**src/rtl/uart_pkg.sv**
```systemverilog
// uart_pkg
// Shared definitions for the UART transmit path:
//   - uart_tx_state_t : transmitter FSM states
//   - PAR_EVEN/PAR_ODD: parity-mode encodings for the PARITY_ODD parameter
//   - BAUD_DIV_9600_50M: clock cycles per bit for 9600 baud from a 50 MHz clock
package uart_pkg;

    typedef enum logic [2:0] {
        IDLE,
        START,
        DATA,
        PARITY,
        STOP
    } uart_tx_state_t;

    localparam int PAR_EVEN = 0;
    localparam int PAR_ODD  = 1;

    localparam int BAUD_DIV_9600_50M = 5208;

endpackage

```
**src/rtl/sync_fifo.sv**
```systemverilog
// sync_fifo
// Single-clock FIFO with first-word-fall-through output: dout always shows
// the head entry while empty is low, and pop simply advances past it.
// Ports:
//   clk, rst_n : clock, asynchronous active-low reset (empties the FIFO)
//   push, din  : write strobe and data; ignored while full unless pop is also high
//   pop        : read strobe; ignored while empty
//   dout       : head entry
//   full, empty: occupancy flags
//   level      : number of entries held, 0..DEPTH
module sync_fifo #(
    parameter int WIDTH = 8,
    parameter int DEPTH = 16
) (
    input  logic                     clk,
    input  logic                     rst_n,
    input  logic                     push,
    input  logic                     pop,
    input  logic [WIDTH-1:0]         din,
    output logic [WIDTH-1:0]         dout,
    output logic                     full,
    output logic                     empty,
    output logic [$clog2(DEPTH):0]   level
);

    localparam int AW = $clog2(DEPTH);

    logic [WIDTH-1:0] mem [DEPTH];
    logic [AW:0]      wr_ptr;
    logic [AW:0]      rd_ptr;
    logic             do_push;
    logic             do_pop;

    // Pointers carry one extra wrap bit, so their difference is the exact
    // occupancy including the completely-full case.
    assign level = wr_ptr - rd_ptr;
    assign full  = (level == (AW+1)'(DEPTH));
    assign empty = (wr_ptr == rd_ptr);
    assign dout  = mem[rd_ptr[AW-1:0]];

    // A push while full is accepted only when a pop frees the head slot in
    // the same cycle; the head is read before the write lands.
    assign do_push = push && (!full || pop);
    assign do_pop  = pop && !empty;

    // NOTE: the storage array has no reset; only the pointers define which
    // entries are valid, so clearing the array would add logic for nothing.
    always_ff @(posedge clk) begin
        if (do_push) begin
            mem[wr_ptr[AW-1:0]] <= din;
        end
    end

    always_ff @(posedge clk or negedge rst_n) begin
        if (!rst_n) begin
            wr_ptr <= '0;
            rd_ptr <= '0;
        end else begin
            if (do_push) wr_ptr <= wr_ptr + 1'b1;
            if (do_pop)  rd_ptr <= rd_ptr + 1'b1;
        end
    end

endmodule

```
**src/rtl/uart_tx_fifo.sv**
```systemverilog
// uart_tx_fifo
// UART transmitter fed by an internal FIFO. Bytes written with wr_en are
// queued and sent back-to-back as: start bit, DATA_BITS data bits LSB first,
// optional parity bit, STOP_BITS stop bits. Each bit lasts BAUD_DIV clocks.
// Ports:
//   clk, rst_n : clock, asynchronous active-low reset
//   din, wr_en : byte to queue and its single-cycle write strobe
//   full, level: FIFO full flag and occupancy
//   overflow   : sticky, set by a write that was dropped because the FIFO was full
//   tx         : registered serial output, idles high
//   busy       : frame in progress
//   done       : one-cycle pulse during the last cycle of each frame's final stop bit
module uart_tx_fifo
    import uart_pkg::*;
#(
    parameter int DATA_BITS  = 8,
    parameter int PARITY_EN  = 0,
    parameter int PARITY_ODD = PAR_EVEN,
    parameter int STOP_BITS  = 1,
    parameter int BAUD_DIV   = BAUD_DIV_9600_50M,
    parameter int FIFO_DEPTH = 16
) (
    input  logic                          clk,
    input  logic                          rst_n,
    input  logic [DATA_BITS-1:0]          din,
    input  logic                          wr_en,
    output logic                          full,
    output logic [$clog2(FIFO_DEPTH):0]   level,
    output logic                          overflow,
    output logic                          tx,
    output logic                          busy,
    output logic                          done
);

    localparam int CW  = $clog2(BAUD_DIV);
    localparam int BCW = $clog2(DATA_BITS);

    uart_tx_state_t       state;
    logic [CW-1:0]        baud_cnt;
    logic [BCW-1:0]       bit_cnt;
    logic [DATA_BITS-1:0] shreg;
    logic                 par_bit;

    logic [DATA_BITS-1:0] fifo_dout;
    logic                 fifo_empty;
    logic                 bit_end;
    logic                 last_data;
    logic                 last_stop;
    logic                 pop;

    sync_fifo #(
        .WIDTH (DATA_BITS),
        .DEPTH (FIFO_DEPTH)
    ) u_fifo (
        .clk   (clk),
        .rst_n (rst_n),
        .push  (wr_en),
        .pop   (pop),
        .din   (din),
        .dout  (fifo_dout),
        .full  (full),
        .empty (fifo_empty),
        .level (level)
    );

    assign bit_end   = (baud_cnt == '0);
    assign last_data = (bit_cnt == BCW'(DATA_BITS - 1));
    assign last_stop = (bit_cnt == BCW'(STOP_BITS - 1));

    // Fetch the next byte when idle, or at the very end of the final stop
    // bit so the next start bit follows with no gap.
    assign pop = !fifo_empty &&
                 ((state == IDLE) || (state == STOP && bit_end && last_stop));

    // tx, busy and done are registered from the state held in the current
    // cycle, so the line trails the FSM by one clock but never glitches.
    always_ff @(posedge clk or negedge rst_n) begin
        if (!rst_n) begin
            state    <= IDLE;
            baud_cnt <= '0;
            bit_cnt  <= '0;
            shreg    <= '0;
            par_bit  <= 1'b0;
            tx       <= 1'b1;
            busy     <= 1'b0;
            done     <= 1'b0;
        end else begin
            // NOTE: non-blocking assignments throughout, so every right-hand
            // side below sees the pre-edge state regardless of statement order.
            busy <= (state != IDLE);
            done <= 1'b0;

            case (state)
                START:   tx <= 1'b0;
                DATA:    tx <= shreg[0];
                PARITY:  tx <= par_bit;
                default: tx <= 1'b1;
            endcase

            case (state)
                START: begin
                    if (bit_end) begin
                        state    <= DATA;
                        bit_cnt  <= '0;
                        baud_cnt <= CW'(BAUD_DIV - 1);
                    end else begin
                        baud_cnt <= baud_cnt - 1'b1;
                    end
                end
                DATA: begin
                    if (bit_end) begin
                        shreg    <= shreg >> 1;
                        baud_cnt <= CW'(BAUD_DIV - 1);
                        if (last_data) begin
                            state   <= (PARITY_EN != 0) ? PARITY : STOP;
                            bit_cnt <= '0;
                        end else begin
                            bit_cnt <= bit_cnt + 1'b1;
                        end
                    end else begin
                        baud_cnt <= baud_cnt - 1'b1;
                    end
                end
                PARITY: begin
                    if (bit_end) begin
                        state    <= STOP;
                        bit_cnt  <= '0;
                        baud_cnt <= CW'(BAUD_DIV - 1);
                    end else begin
                        baud_cnt <= baud_cnt - 1'b1;
                    end
                end
                STOP: begin
                    if (bit_end) begin
                        if (last_stop) begin
                            done  <= 1'b1;
                            state <= IDLE;
                        end else begin
                            bit_cnt  <= bit_cnt + 1'b1;
                            baud_cnt <= CW'(BAUD_DIV - 1);
                        end
                    end else begin
                        baud_cnt <= baud_cnt - 1'b1;
                    end
                end
                default: ;
            endcase

            // A pop overrides the per-state update: load the next frame and
            // start its start bit, from IDLE or straight out of STOP.
            if (pop) begin
                state    <= START;
                shreg    <= fifo_dout;
                par_bit  <= (^fifo_dout) ^ (PARITY_ODD == PAR_ODD);
                bit_cnt  <= '0;
                baud_cnt <= CW'(BAUD_DIV - 1);
            end
        end
    end

    // Only a write that is actually dropped counts; a write that coincides
    // with a pop while full is accepted by the FIFO.
    always_ff @(posedge clk or negedge rst_n) begin
        if (!rst_n) begin
            overflow <= 1'b0;
        end else if (wr_en && full && !pop) begin
            overflow <= 1'b1;
        end
    end

endmodule

```
**config.mk**
```make
export PLATFORM = sky130hd
export DESIGN_NAME = uart_tx_fifo
export DESIGN_NICKNAME = d
export VERILOG_FILES = /design/src/rtl/uart_pkg.sv /design/src/rtl/sync_fifo.sv /design/src/rtl/uart_tx_fifo.sv
export SDC_FILE = /design/constraint.sdc
export NUM_CORES = 1
export LEC_CHECK = 0
export CAP_MARGIN = 25
export CORE_MARGIN = 2
export CORE_UTILIZATION = 55
export CTS_BUF_LIST = sky130_fd_sc_hd__clkbuf_4 sky130_fd_sc_hd__clkbuf_8
export DETAILED_ROUTE_END_ITERATION = 8
export PLACE_DENSITY = 0.79
export SLEW_MARGIN = 10
export SYNTH_ARGS = -nofsm -noshare
export SYNTH_HDL_FRONTEND = slang
export SYNTH_HIERARCHICAL = 1
export SYNTH_SLANG_ARGS = --single-unit
```
**constraint.sdc**
```tcl
create_clock -name clk -period 4.3 [get_ports clk]
set_clock_uncertainty 0.15 [all_clocks]
set_input_delay 0.86 -clock clk [delete_from_list [all_inputs] [get_ports clk]]
set_output_delay 0.86 -clock clk [all_outputs]
set_load 0.05 [all_outputs]
```
# Word-level counts from Yosys, hierarchy flattened
# Memories as Yosys holds them, arrays and structs flattened.
# Cells that the tools add are included.
dict set report classes {
  addsub 5
  n_mul 0
  div_mod_pow 0
  n_lt_le_gt_ge 0
  eq_ne 16
  shift 0
  mux 29
  bitwise 0
  reduce_logical 28
}
# cell n
set ops {}
lappend ops {{13-bit 2-to-1 mux} 4}
lappend ops {{3-bit 2-to-1 mux} 13}
lappend ops {{13-bit case mux with 2 select lines} 1}
lappend ops {{8-bit 2-to-1 mux} 3}
lappend ops {{3-bit != test (second input constant)} 7}
lappend ops {{13-bit zero test} 1}
lappend ops {{13-bit by 1-bit subtractor with 13-bit output (second input constant)} 1}
lappend ops {{3-bit case mux with 4 select lines} 1}
lappend ops {{5-bit by 1-bit adder with 5-bit output (second input constant)} 2}
lappend ops {{3-bit case mux with 3 select lines} 1}
lappend ops {{8-bit XOR reduction} 1}
lappend ops {{1-bit logical AND} 7}
lappend ops {{7-bit AND reduction} 1}
lappend ops {{3-bit by 2-bit equality test with 1-bit output (second input constant)} 2}
lappend ops {{3-bit equality test (second input constant)} 2}
lappend ops {{3-bit zero test} 2}
lappend ops {{3-bit nonzero test} 2}
lappend ops {{5-bit equality test} 1}
lappend ops {{5-bit equality test (second input constant)} 1}
lappend ops {{1-bit 2-to-1 mux} 5}
lappend ops {{5-bit AND reduction} 1}
lappend ops {{5-bit nonzero test} 1}
lappend ops {{5-bit subtractor} 1}
lappend ops {{4-bit != test (second input constant)} 1}
lappend ops {{11 further kinds} 16}
dict set report totals {
  ff_bits 42
  latchBits 0
  mem_bits_rw 128
  romBits 0
  wordCells 90
  n_memories 1
}
# memory depth word_bits read_ports rd_ports_with_merged_regs write_ports line
set memory_table {}
lappend memory_table {u_fifo.mem 16 8 1 0 1 sync_fifo.sv:28} ;# logic [WIDTH-1:0] mem [DEPTH];

# Longest topological paths before layout
# Gate-level depths: netlist of the first run.
dict set report depth {
  depth_word 9
  ltp_mapped 12
  ltp_nobuf 10
}

# Cells and area by module
# Netlist of the first run, hierarchy kept.
# module instances cells_per_inst area_per_inst_um2
set modules_own_cells {}
lappend modules_own_cells {sync_fifo 1 270 5720.5}
lappend modules_own_cells {uart_tx_fifo 1 191 1809.2}

# Worst setup path before layout of the first run
# No wires, ideal clock.
dict set report synth_path {
  path_type {register -> register}
  startpoint {register u_fifo.rd_ptr[1]}
  endpoint {memory u_fifo.mem[2][0], enable pin}
  t_arrival_ns 3.670
  required_time_ns 3.755
  setup_slack_ns 0.086
  stages_incl_launch_ff 11
  period_less_slack_ns 4.214
  path_cell_list {dfrtp_1 clkbuf_1 clkbuf_1 inv_1 fa_1 xor2_1 nor3_1 o2111ai_2 nor2_1 buf_2 nor4_1}
}
dict set report synth_via {
  elab_chain_len 7
  elab_cells_between_ends 10
}
# item line
set synth_rtl {}
lappend synth_rtl {{start: declaration} sync_fifo.sv:30} ;# logic [AW:0] rd_ptr;
lappend synth_rtl {{start signal: assignment} sync_fifo.sv:60} ;# if (do_pop) rd_ptr <= rd_ptr + 1'b1;
lappend synth_rtl {{5-bit subtractor} sync_fifo.sv:36} ;# assign level = wr_ptr - rd_ptr;
lappend synth_rtl {{net level[2]} uart_tx_fifo.sv:28} ;# output logic [$clog2(FIFO_DEPTH):0] level,
lappend synth_rtl {{5-bit equality test} sync_fifo.sv:37} ;# assign full = (level == (AW+1)'(DEPTH));
lappend synth_rtl {{1-bit zero test} sync_fifo.sv:43} ;# assign do_push = push && (!full || pop);
lappend synth_rtl {{1-bit logical OR} sync_fifo.sv:43}
lappend synth_rtl {{1-bit logical AND} sync_fifo.sv:43}
lappend synth_rtl {{1-bit 2-to-1 mux} sync_fifo.sv:49} ;# if (do_push) begin
lappend synth_rtl {{1-bit 2-to-1 mux (implied by the code)} sync_fifo.sv:50} ;# mem[wr_ptr[AW-1:0]] <= din;
lappend synth_rtl {{end: declaration} sync_fifo.sv:28}
# The timed path passes the listed nets, and every way through them passes these cells.

# Worst setup path after layout of the first run
dict set report layout_path {
  startpoint {register u_fifo.rd_ptr[3]}
  endpoint {output level[4]}
}
dict set report layout_via {
  elab_chain_len 1
}
# item line
set layout_rtl {}
lappend layout_rtl {{5-bit subtractor} sync_fifo.sv:36}
lappend layout_rtl {{end: declaration} uart_tx_fifo.sv:28}
# Every way passes these cells.

==> flow_summary.ini, run 1 <==
[outcome]
status = finished clean

[critical_path]
r2r_cells = 8
crit_path_start_kind = flip-flop
worst_ep_required_time_ns = 3.29
cpMaxStageDelayCell = clkdlybuf4s50_1
cp.arrival_ns = 2.85
crit_fanout = 11
crit_cells = 6
r2r_start = baud_cnt[0]$_DFFE_PN0P_
crit_type = reg2out
crit_chain = inv_1 > ha_1 > a21oi_1 > a21o_1 > and2_1 > clkdlybuf4s50_1
crit_start = u_fifo/rd_ptr[3]$_DFFE_PN0P_
cp_top_family = buffers and inverters
end_kind = output port
crit_buf_inv = 2
critPathMaxStageDelay_ns = 0.79

[sta]
hold_viol = 0
slew_violations = 0
finalSetupViolCount = 0
maxSlewHeadroom = 0.500
max_freq_ghz = 0.259
setup_tns_ns = 0
tightest_slew_ns = 0.747
fin_crit_sh = 0.899
rsz0062_at_grt = no
min_period_ns = 3.86

[pwr]
seqPwrFrac = 0.419
switching_share = 0.367
power.static_leakage_nw = 3.04
ir_drop_mv = 0.354
powerDensity_mw_per_mm2 = 639
p_switching_mw = 1.97
combinationalPowerShare = 0.393
p_int_mw = 3.39
pwr-share-clk = 0.188

[floorplan]
start_util = 0.566
num_rows = 42
ios = 21
fp.dieH_um = 121
core_mm2 = 0.0133
die_w_um = 121
die_area_mm2 = 0.0146

[cells_and_area]
utilization = 0.631
layout_common_cells = edfxtp_1 (128), dfrtp_1 (40), mux4_1 (30)
areaGrowthSynthToFinish_pct = 11.4
fillers = 909
final_layout_size_suffix_gt1_frac = 0.146
layout.nets = 528
layout_commonest_cell = edfxtp_1
insertedDiodeCount = 0

[min_path]
hold_path.class = in2async

[global_route]
grt_first_pass_wirelength_mm = 22.4
grt_antenna_before_repair = 0
grt_remaining_overflow = 0
grt_max_degree = 43
grt_use_total = 0.210
grt_pass1_vias = 4181

[clock_tree]
cts_tree = built
htreeDepth = 4
root_buffer = clkbuf_8
cts_setup_buffers = 0
clkTransAtPathRegs_ns = 0.09
clk_path_buf_depth = 2
clk_latency_ns = 0.46
cts.sinks = 170
cts_buffers = 17
cts_hold_buf = 0
post_cts_resized = 0

[routing]
drt_pass1_iterations = 4
initialDrtViolationCount = 479
ant_nets = 0
wire_per_inst_um = 20.7
vias_per_cell = 6.07
totalWireLength_mm = 14.3
vias = 4191
drc = 0

[synth]
synth.top_cell.area_share = 0.510
postSynth.asyncResetShare = 0.247
synth_seq_cells = 170
syn_nets = 487
avgSynthCellArea_um2 = 16.3
syn_area_mm2 = 0.00753
synth_area_leaders = edfxtp_1 (51%), dfrtp_1 (14%), mux4_1 (10%), mux4_2 (3.0%), ha_1 (2.3%)
ys_seq_area_frac = 0.650
synth_edf_count = 128
synth_area_leader_cell = edfxtp_1
yosys_warnings = 6
synth_cells = 461
synthDistinctLibCells = 54
ys.flop_type = edfxtp_1

[place]
io_buffers = 20
post-dp-hpwl_mm = 9.53
gp_congestion = 0.852

[job]
drv_cap = 0
[synthesized netlist by cell type, types with 2 or more instances]
cell / instances
edfxtp_1: 128
o21ai_1: 2
and3_1: 3
nand4_1: 10
or3_1: 3
nor2b_1: 3
mux2i_1: 10
nor4b_1: 3
xor2_1: 6
nand3_1: 5
mux4_2: 10
a21oi_1: 10
nor3_1: 18
xnor2_1: 19
nand2_1: 27
o21bai_1: 2
mux4_1: 30
clkbuf_1: 10
o21ai_0: 19
a22oi_1: 2
dfrtp_1: 41
and2_1: 3
nand2b_1: 2
nor4_1: 9
buf_6: 3
buf_2: 3
inv_1: 18
and4_1: 2
ha_1: 14
nor2_1: 21
a21o_1: 2
[power by group through the flow]
stage / registers, mW / clock network, mW / logic [mW]
final: 2.25 / 1.01 / 2.11
after global routing: 2.28 / 1.09 / 2.26
after CTS: 2.24 / 1.03 / 2.11
after detailed placement: 2.27 / 0 / 2.10
after global placement: 2.26 / 0 / 2.04
after floorplan: 2.23 / 0 / 1.59
[through the flow]
step           cells  setup slack (ns)  hold WS [ns]  total power [mW]  instance area [µm²]
4_1_cts          690             0.396         0.356              5.39                 8370
6_report         691             0.436        0.0697              5.36                 8390
3_3_place_gp     658             0.990         0.336              4.30                 8010
5_1_grt          691             0.280        0.0455              5.62                 8390
2_1_floorplan    461            0.0857         0.315              3.82                 7530
3_5_place_dp     658             0.897         0.340              4.37                 8010
[cell families (layout without fill, tap and decap cells)]
family	after synthesis	count (layout)	synth area share
DFF	170	170	0.650
and+or+nand+nor	117	117	0.0843
muxes	51	51	0.149
AOI/OAI and AO/OA	46	46	0.0377
buffers and inverters	37	91	0.0234
xor gates and xnor gates	25	25	0.0291
adders and majority gates	15	15	0.0259
[sequential cells by signal, summed over array words and instances (netlist names)]
signal	flops
u_fifo/mem	128
state	3
u_fifo/wr_ptr	5
busy	1
par_bit	1
u_fifo/rd_ptr	5
shreg	8
tx	1
done	1
baud_cnt	13
overflow	1
bit_cnt	3
[area by class of cell]
cell class                      count  area [µm²]  area share
Clock inverter                     13         113      0.0134
Sequential cell                   170        4900       0.584
Tap cell                          176         220      0.0263
Timing Repair Buffer               40         368      0.0439
Clock buffer                       19         249      0.0297
Inverter                           19        71.3     0.00850
Multi-Input combinational cell    254        2470       0.294
[worst paths after layout]
path,slack [ns],to
max,0.44,level[4]
min,0.07,u_fifo/wr_ptr[1]$_DFFE_PN0P_
max reg2reg,0.90,u_fifo/mem[1][5]$_DFFE_PP_
min reg2reg,0.36,u_fifo/wr_ptr[4]$_DFFE_PN0P_
max in group asynchronous,3.45,tx$_DFF_PN1_
min in group clk,0.36,u_fifo/wr_ptr[4]$_DFFE_PN0P_
[metal layers]
metal	share of wire	wire length [µm]	up-vias	global-route usage
met5	0	0	-	0
met4	0.019	265	0	0.0850
met3	0.058	829	24	0.0587
met2	0.48	6890	143	0.320
met1	0.44	6330	2124	0.291
li1	-	-	1900	-
Note: power is estimated with default switching activity, not from simulation.
==> inputs of run 2 (changes only) <==
Settings changed: GPL_TIMING_DRIVEN set to 0.
==> run 2 against run 1 <==
First-iteration DRC count decreased by 19%. Setup slack worse by 0.23 ns. Sequential cell count unchanged. Non-clock buffer count rose by 6. Global-route usage rose by 0.15 points. Via count grew 1.1%. Core utilization increased by 0.88 points. Clock power rose by 13%. Sequential power barely moved. Count of clock-buffer cells in the layout down 1. Cell count up 0.87%.
==> flow_summary.ini, run 2 (synthesized netlist as in run 1, its figures left out) <==
[outcome]
status = finished clean

[cells_and_area]
areaGrowthSynthToFinish_pct = 13.0
final_cells = 697
largest_reg_flops = 128
layout_common_cells = edfxtp_1 (128), dfrtp_1 (40), mux4_1 (30)
fillers = 889
utilization = 0.640
insertedDiodeCount = 0
layout.nets = 534
final_layout_size_suffix_gt1_frac = 0.157
layout_commonest_cell = edfxtp_1

[clock_tree]
clk_path_buf_depth = 2
clkTransAtPathRegs_ns = 0.09
cts.sinks = 170
cts_tree = built
clk_latency_ns = 0.47
root_buffer = clkbuf_8
cts_buffers = 17
cts_hold_buf = 0
htreeDepth = 4

[floorplan]
fp.dieH_um = 121
die_area_mm2 = 0.0146
num_rows = 42
core_mm2 = 0.0133
ios = 21
start_util = 0.566
die_w_um = 121

[place]
gp_congestion = 0.868
post-dp-hpwl_mm = 9.82
io_buffers = 20
pre_cts_ws_ns = -0.248
dp.cells = 666

[pwr]
pwr-share-clk = 0.204
switching_share = 0.366
ir_drop_mv = 0.435
combinationalPowerShare = 0.397
power.static_leakage_nw = 3.07
seqPwrFrac = 0.399
p_switching_mw = 2.04
powerDensity_mw_per_mm2 = 655
p_int_mw = 3.53

[sta]
finalWorstSetupSlack_ns = 0.210
setup_tns_ns = 0
holdWs_ns = 0.0574
max_freq_ghz = 0.245
hold_viol = 0
slew_violations = 0
tightest_slew_ns = 0.867
fin_crit_sh = 0.951
maxSlewHeadroom = 0.420
rsz0062_at_grt = yes
finalSetupViolCount = 0
min_period_ns = 4.09

[routing]
ant_nets = 0
drc = 0
initialDrtViolationCount = 386
drt_pass1_iterations = 5
vias = 4236
vias_per_cell = 6.08
totalWireLength_mm = 14.3
wire_per_inst_um = 20.5

[global_route]
grt_antenna_before_repair = 0
grt_pass1_vias = 4292
grt_use_total = 0.212
grt_max_degree = 38
grt_first_pass_wirelength_mm = 22.8
grt_remaining_overflow = 0

[critical_path]
crit_type = reg2out
cp.arrival_ns = 3.08
worst_ep_required_time_ns = 3.29
crit_fanout = 10
end_kind = output port
crit_path_start_kind = flip-flop

[min_path]
hold_path.class = in2async

[job]
drv_cap = 0
-- run 2: cell types whose count changed in the layout (fill, tap and decap cells not counted), moves of 2 or more --
cell	before	now
buf_4	19	3
buf_2	1	9
nor3_4	0	3
buf_6	0	3
clkbuf_1	0	8
clkinvlp_4	3	0
nor4_2	0	3
nor3_2	0	4
nor3_1	18	11
bufinv_16	0	2
nor4_1	9	6
-- run 2: layer usage --
metal / vias up / wire, µm / GRT usage
met1: 2143 / 5960 / 0.276
met5: - / 0 / 0
met4: 0 / 425 / 0.100
met3: 28 / 823 / 0.0489
li1: 1919 / - / -
met2: 146 / 7050 / 0.340
-- run 2: power by group through the flow --
stage / logic (mW) / registers (mW) / clock network [mW]
floorplan: 1.59 / 2.23 / 0
global placement: 2.07 / 2.23 / 0
detailed placement: 2.19 / 2.24 / 0
CTS: 2.20 / 2.21 / 1.16
global route: 2.38 / 2.25 / 1.22
finish: 2.21 / 2.22 / 1.14
-- run 2: critical path: stages, from the launching register on --
cell,delay [ns]
dfrtp_1,0.38
clkbuf_1,0.49
inv_1,0.10
ha_1,0.35
a21oi_1,0.20
a21o_1,0.17
and2_1,0.12
clkdlybuf4s50_1,0.79
-- run 2: stage by stage --
step	power, mW	cell area, µm²
5_1_grt	5.85	8510
3_3_place_gp	4.30	7950
4_1_cts	5.57	8470
6_report	5.57	8510
3_5_place_dp	4.43	8060
2_1_floorplan	3.82	7530
-- run 2: worst paths after layout --
check	from	cells after the start	slack, ns	end
setup / recovery	u_fifo/rd_ptr[3]$_DFFE_PN0P_	7	0.21	level[4]
hold / removal	rst_n	1	0.06	overflow$_DFFE_PN0P_
setup reg to reg	u_fifo/rd_ptr[3]$_DFFE_PN0P_	10	0.26	u_fifo/mem[5][0]$_DFFE_PP_
hold reg to reg	overflow$_DFFE_PN0P_	1	0.33	overflow$_DFFE_PN0P_
max in group asynchronous	rst_n	2	3.44	tx$_DFF_PN1_
min in group clk	overflow$_DFFE_PN0P_	1	0.33	overflow$_DFFE_PN0P_
-- run 2: final cells by class --
cell class	count	area, µm²	area share
flip-flops and latches	170	4900	0.576
multi-input cells	254	2540	0.299
clock inverters	14	164	0.0193
repair buffers	29	264	0.0310
clock buffers	18	241	0.0284
plain buffers	17	105	0.0124
well taps	176	220	0.0259
inverters	19	71.3	0.00838
-- run 2: timing repair --
item,4_1_cts,5_1_grt
setup endpoints to repair,84,82
resized for setup,5,7
buffers inserted,0,0
gates cloned,0,0
